### config.mk
export PLATFORM = sky130hd
export DESIGN_NAME = bram_bist_ctrl
export DESIGN_NICKNAME = d
export VERILOG_FILES = /design/src/rtl/bram_pkg.sv /design/src/rtl/bram_bist_dly.sv /design/src/rtl/bram_bist_ctrl.sv
export SDC_FILE = /design/constraint.sdc
export NUM_CORES = 1
export LEC_CHECK = 0
export CAP_MARGIN = 30
export CORE_ASPECT_RATIO = 1.4
export CORE_MARGIN = 2
export CORE_UTILIZATION = 50
export DETAILED_ROUTE_END_ITERATION = 7
export HOLD_SLACK_MARGIN = 0.12
export PLACE_DENSITY = 0.74
export SYNTH_ARGS = -nofsm -noshare
export SYNTH_HDL_FRONTEND = slang
export SYNTH_SLANG_ARGS = --single-unit
export TNS_END_PERCENT = 20
### constraint.sdc
create_clock -name clk -period 2.6 [get_ports clk]
set_input_delay 0.52 -clock clk [delete_from_list [all_inputs] [get_ports clk]]
set_output_delay 0.52 -clock clk [all_outputs]
set_load 0.1 [all_outputs]
### src/rtl/bram_pkg.sv
// Shared definitions for the bram built-in self-test controller.
//
// Contents:
//   BRAM_ADDR_W / BRAM_DATA_W : default bram geometry
//   bist_state_e              : controller FSM state encoding (3 bits)
//   bist_pattern()            : march data pattern, pattern(a) = a ^ seed.
//                               Callers truncate the result to their data
//                               width; widths up to 32 bits are supported.
package bram_pkg;

    localparam int BRAM_ADDR_W = 8;
    localparam int BRAM_DATA_W = 8;

    typedef enum logic [2:0] {
        ST_IDLE  = 3'd0,
        ST_WRITE = 3'd1,
        ST_READ  = 3'd2,
        ST_DRAIN = 3'd3,
        ST_DONE  = 3'd4
    } bist_state_e;

    // The address is zero-extended before the XOR, so data wider than the
    // address gets the seed's upper bits unchanged.
    function automatic logic [31:0] bist_pattern(input logic [31:0] addr,
                                                 input logic [31:0] seed);
        return addr ^ seed;
    endfunction

endpackage

### src/rtl/bram_bist_dly.sv
// Expected-data delay line for the bram self-test.
//
// A DEPTH-stage shift register of {valid, data}. Each entry leaves the last
// stage DEPTH clocks after it entered, lining the expected value up with the
// bram read data.
//
// Ports:
//   clk       in   clock, rising edge
//   clr_n     in   synchronous active-low clear of every stage
//   in_valid  in   valid bit of the entry shifted in this cycle
//   in_data   in   expected data shifted in this cycle
//   out_valid out  valid bit of the oldest stage
//   out_data  out  expected data of the oldest stage
module bram_bist_dly #(
    parameter int DATA_W = 8,
    parameter int DEPTH  = 1
) (
    input  logic              clk,
    input  logic              clr_n,
    input  logic              in_valid,
    input  logic [DATA_W-1:0] in_data,
    output logic              out_valid,
    output logic [DATA_W-1:0] out_data
);

    localparam int W = DATA_W + 1;

    // Stage 0 occupies the low W bits; the oldest stage sits at the top.
    logic [DEPTH*W-1:0] sr;

    generate
        if (DEPTH == 1) begin : g_one
            always_ff @(posedge clk) begin
                if (!clr_n) begin
                    sr <= '0;
                end else begin
                    sr <= {in_valid, in_data};
                end
            end
        end else begin : g_many
            always_ff @(posedge clk) begin
                if (!clr_n) begin
                    sr <= '0;
                end else begin
                    sr <= {sr[(DEPTH-1)*W-1:0], in_valid, in_data};
                end
            end
        end
    endgenerate

    assign out_valid = sr[DEPTH*W-1];
    assign out_data  = sr[DEPTH*W-2 -: DATA_W];

endmodule

### src/rtl/bram_bist_ctrl.sv
// Built-in self-test initiator for the single-port bram.
//
// On an accepted start it writes pattern(a) to every address, reads every
// address back, compares each returned word against the expected pattern
// and reports pass/fail with a saturating error count.
// Test length from accepted start to done=1 is 2*DEPTH + READ_LAT + 1 clocks.
//
// Optional feature macro: BRAM_BIST_FAIL_CAPTURE_EN
//   When defined, fail_valid/fail_addr/fail_data capture the address and read
//   data of the first mismatch of each test.
//
// Ports:
//   clk            in   clock, rising edge
//   rst_n          in   synchronous active-low reset
//   start          in   one-cycle pulse, accepted only when not busy
//   busy           out  test in progress
//   done           out  test complete, held until the next accepted start
//   pass           out  valid with done; 1 when no mismatch was seen
//   err_count      out  mismatching locations, saturating
//   mem_readWrite  out  bram readWrite (1 = write, 0 = read)
//   mem_addr       out  bram addr
//   mem_data       out  bram data
//   mem_out        in   bram out
//   state          out  current FSM state, for observation
//   fail_valid/fail_addr/fail_data  out  first-mismatch capture (macro only)
//
// Handshake: start is a single-cycle request with no acknowledge. It is
// taken in IDLE, or in DONE once busy has dropped; any other start is
// dropped. Reset has priority over start.
module bram_bist_ctrl
    import bram_pkg::*;
#(
    parameter int                ADDR_W   = BRAM_ADDR_W,
    parameter int                DATA_W   = BRAM_DATA_W,
    parameter int                READ_LAT = 1,
    parameter logic [DATA_W-1:0] SEED     = '0
) (
    input  logic              clk,
    input  logic              rst_n,
    input  logic              start,
    output logic              busy,
    output logic              done,
    output logic              pass,
    output logic [ADDR_W:0]   err_count,
    output logic              mem_readWrite,
    output logic [ADDR_W-1:0] mem_addr,
    output logic [DATA_W-1:0] mem_data,
    input  logic [DATA_W-1:0] mem_out,
    output bist_state_e       state
`ifdef BRAM_BIST_FAIL_CAPTURE_EN
    ,
    output logic              fail_valid,
    output logic [ADDR_W-1:0] fail_addr,
    output logic [DATA_W-1:0] fail_data
`endif
);

    localparam int DRAIN_W = (READ_LAT > 1) ? $clog2(READ_LAT) : 1;

    logic [ADDR_W-1:0]  cnt;
    logic [DRAIN_W-1:0] drain_cnt;
    logic [DATA_W-1:0]  cnt_pat;
    logic [DATA_W-1:0]  addr_pat;
    logic               start_acc;

    // High in every cycle a read address is on mem_addr.
    logic               rd_issue;

    logic               dly_valid;
    logic [DATA_W-1:0]  dly_exp;
    logic               mismatch;
    logic [ADDR_W:0]    err_next;

    assign cnt_pat   = DATA_W'(bist_pattern(32'(cnt), 32'(SEED)));
    assign addr_pat  = DATA_W'(bist_pattern(32'(mem_addr), 32'(SEED)));
    assign start_acc = start && !busy && (state == ST_IDLE || state == ST_DONE);

    // The delay line is fed from the registered address, so its output lines
    // up with mem_out READ_LAT clocks after the address reaches the bram.
    bram_bist_dly #(
        .DATA_W (DATA_W),
        .DEPTH  (READ_LAT)
    ) u_dly (
        .clk       (clk),
        .clr_n     (rst_n),
        .in_valid  (rd_issue),
        .in_data   (addr_pat),
        .out_valid (dly_valid),
        .out_data  (dly_exp)
    );

    assign mismatch = dly_valid && (mem_out != dly_exp);

    always_comb begin
        err_next = err_count;
        if (mismatch && !(&err_count)) begin
            err_next = err_count + 1'b1;
        end
    end

    always_ff @(posedge clk) begin
        if (!rst_n) begin
            state         <= ST_IDLE;
            cnt           <= '0;
            drain_cnt     <= '0;
            busy          <= 1'b0;
            done          <= 1'b0;
            pass          <= 1'b0;
            err_count     <= '0;
            mem_readWrite <= 1'b0;
            mem_addr      <= '0;
            mem_data      <= '0;
            rd_issue      <= 1'b0;
        end else begin
            err_count <= err_next;
            rd_issue  <= 1'b0;
            case (state)
                ST_IDLE, ST_DONE: begin
                    mem_readWrite <= 1'b0;
                    if (start_acc) begin
                        state     <= ST_WRITE;
                        cnt       <= '0;
                        err_count <= '0;
                        busy      <= 1'b1;
                        done      <= 1'b0;
                        pass      <= 1'b0;
                    end else if (state == ST_DONE) begin
                        // The last compare retires on this edge, so pass
                        // is taken from the updated count.
                        busy <= 1'b0;
                        done <= 1'b1;
                        pass <= (err_next == '0);
                    end
                end
                ST_WRITE: begin
                    mem_readWrite <= 1'b1;
                    mem_addr      <= cnt;
                    mem_data      <= cnt_pat;
                    cnt           <= cnt + 1'b1;
                    // cnt wraps to 0 on the same edge, ready for the reads.
                    if (&cnt) begin
                        state <= ST_READ;
                    end
                end
                ST_READ: begin
                    mem_readWrite <= 1'b0;
                    mem_addr      <= cnt;
                    mem_data      <= '0;
                    rd_issue      <= 1'b1;
                    cnt           <= cnt + 1'b1;
                    if (&cnt) begin
                        state     <= ST_DRAIN;
                        drain_cnt <= '0;
                    end
                end
                ST_DRAIN: begin
                    mem_readWrite <= 1'b0;
                    mem_data      <= '0;
                    drain_cnt     <= drain_cnt + 1'b1;
                    if (drain_cnt == DRAIN_W'(READ_LAT - 1)) begin
                        state <= ST_DONE;
                    end
                end
                default: begin
                    state         <= ST_IDLE;
                    mem_readWrite <= 1'b0;
                    busy          <= 1'b0;
                end
            endcase
        end
    end

`ifdef BRAM_BIST_FAIL_CAPTURE_EN
    // Reads come back in address order, so counting compares gives the
    // address of the word being checked.
    logic [ADDR_W-1:0] cmp_idx;

    always_ff @(posedge clk) begin
        if (!rst_n || start_acc) begin
            cmp_idx    <= '0;
            fail_valid <= 1'b0;
            fail_addr  <= '0;
            fail_data  <= '0;
        end else if (dly_valid) begin
            cmp_idx <= cmp_idx + 1'b1;
            if (mismatch && !fail_valid) begin
                fail_valid <= 1'b1;
                fail_addr  <= cmp_idx;
                fail_data  <= mem_out;
            end
        end
    end
`endif

endmodule

==> impl_metrics.tcl, run 1 <==
set metrics [dict create \
    status "finished, final reports clean" \
    ys.flop_type "dfxtp_1" \
    die_x_um 61.5 \
    synthDistinctLibCells 41 \
    end_kind "flip-flop" \
    synthCells 260 \
    numCtsBuffers 5 \
    ys_ff_latch 51 \
    arrival_ns 2.43 \
    grt_max_degree 35 \
    synthArstFlopShare 0 \
    grt_pass1_wl_um 7820 \
    yosysTopAreaCell "dfxtp_1" \
    path_class "reg2reg" \
    cts_resized 0 \
    finalCritPeriodShare 0.856 \
    antenna_found_initial 0 \
    clk_latency_ns 0.30 \
    yosysSeqAreaShare 0.441 \
    cpPeakStageDelay_ns 0.47 \
    dieArea_um2 5190 \
    cp_max_fo 8 \
    ir_drop_mv 0.465 \
    fmaxAchievable_mhz 449 \
    ioPinCount 43 \
    h-tree-depth 2 \
    hold-worst-slack_ns 0.443 \
    p_leak_nw 1.07 \
    cts_root_buf "clkbuf_8" \
    rsz0062_at_grt "no" \
    final_cells 364 \
    drc 0 \
    powerDensity_nw_per_um2 561 \
    grt_pass1_vias 1733 \
    syn_area_per_cell_um2 8.90 \
    critPathRequiredTime_ns 2.81 \
    holdBufCountCts 0 \
    finalHoldViolCount 0 \
    drtAntennaViolNets 0 \
    std_cell_rows 29 \
    setup_viol 0 \
    dpl.hpwl_um 3360 \
    finalWeightedCongestion 0.843 \
    wirelength_um 4640 \
    syn_area_um2 2310 \
    synth_edf_count 0 \
    nets 315 \
    core-area_um2 4500 \
    cp-start-kind "flip-flop" \
    synthToLayoutAreaGrowth_pct 23.1 \
    hold_path_class "reg2reg" \
    grt_usage 0.192 \
    path_buf_inv 0 \
    drtIter0Drc 99 \
    dp.cells 356 \
    dieHeight_um 84.5 \
    synth_top_cell_area_share 0.441 \
    synthTopCellsByArea "dfxtp_1, mux2i_1, nor2b_1" \
    path_cells "ha_1 -> nand4_1 -> or2_2 -> nor2_1 -> ha_1 -> nand2b_1 -> a21oi_1 -> mux2i_1 -> nor2_1" \
    worstMarginPinSlew_ns 0.598 \
    maxCapViolations 0 \
    wire_per_inst_um 12.7 \
    relSlewSlack 0.601 \
    synthesis.nets 274 \
    initial_utilization 0.514 \
    timing.setup.tns_ns 0 \
    cts_setup_buffers 0 \
    cts_tree "done" \
    grt_overflow_total 0 \
    path_clk_slew_ns 0.09 \
    io_buffers 42 \
    cts_sinks 51 \
    vias 1913 \
    slowest_stage "a21oi_1" \
    crit_family "simple AND/OR/NAND/NOR gates" \
    drv_slew 0 \
    fin_crit_ns 2.23 \
    viasPerCell 5.26 \
    synth.most_common_cell "dfxtp_1" \
    antennaDiodeCount 0 \
    synth_warnings 0 \
    ys_top_cells_by_count "dfxtp_1, nor2_1, a21oi_1, nand2_1, nor2b_1" \
    skew_ns 0.00341 \
    drive_gt1_frac 0.189 \
    cts_buffer_depth 2 \
    dr.pass1.iters 4 \
]
## metrics by stage
step / util / setup WS, ns / instance area [µm²] / power (mW)
after global placement: 0.603 / 0.220 / 2710 / 0.964
after detailed placement: 0.603 / 0.213 / 2710 / 0.964
after CTS: 0.633 / 0.382 / 2850 / 1.61
after floorplan: - / 0.0427 / 2320 / 0.924
after global routing: 0.633 / 0.168 / 2850 / 1.66
final: 0.633 / 0.374 / 2850 / 1.60
## where the power goes
group          total [mW]  switching [mW]  internal [mW]
Combinational       0.143          0.0909         0.0524
Clock               0.651           0.267          0.384
Sequential          0.802          0.0138          0.788
Total                1.60           0.372           1.22
## final timing paths
check / depth (start not counted) / start / end / slack, ns
setup / recovery: 9 / err_count[0] / err_count[8] / 0.37
setup reg to reg: 9 / err_count[0] / err_count[8] / 0.37
hold / removal: 1 / rd_issue / u_dly.sr[8] / 0.44
hold reg to reg: 1 / rd_issue / u_dly.sr[8] / 0.44
## logic make-up (layout without fill, tap and decap cells)
group / Yosys count / after routing / synth area share
compound gates: 42 / 42 / 0.114
xor+xnor: 21 / 21 / 0.0795
fa+ha+maj: 3 / 3 / 0.0162
buf+inv: 18 / 60 / 0.0362
flops: 51 / 51 / 0.441
mux: 11 / 11 / 0.0476
simple gates: 114 / 114 / 0.266
## layout make-up
class	instances	area [µm²]
Clock buffer	5	68.8
Inverter	4	15.0
Multi-Input combinational cell	191	1210
Timing Repair Buffer	48	385
Fill cell	436	1650
Tap cell	62	77.6
Clock inverter	3	67.6
Sequential cell	51	1020
## routing by layer
layer	up-vias	wire (µm)	global-route usage
met5	-	0	0
met3	7	169	0.0431
met4	0	84	0.0658
li1	981	-	-
met2	34	2360	0.323
met1	891	2020	0.233
## layout by cell type (no fill, tap or decap), types with 4 or more instances in the layout
cell type and instances:
nor2b_1 17, nor2_1 22, a21oi_1 19, and2_1 11, mux2i_1 11, nor3_1 4, a21boi_0 5, dfxtp_1 48
clkbuf_8 5, xnor2_1 10, nand4_1 4, clkdlybuf4s50_1 10, nand3_1 14, a211oi_1 5, nand2_1 19, xor2_1 11
buf_4 38, o21ai_0 7
## state kept, by name, summed over array words and instances, names as in the netlist, 3 cells and up
name / cells
err_count: 9
u_dly.sr: 9
cnt: 8
mem_addr: 8
mem_data: 8
state: 3
(Power assumes the default switching activity.)
==> inputs of run 2 (changes only) <==
--- a/config.mk
+++ b/config.mk
@@ -15,4 +15,3 @@
 export SYNTH_ARGS = -nofsm -noshare
 export SYNTH_HDL_FRONTEND = slang
 export SYNTH_SLANG_ARGS = --single-unit
-export TNS_END_PERCENT = 20
==> results of run 2 <==
Final layout, timing and power as in run 1 (identical DEF).
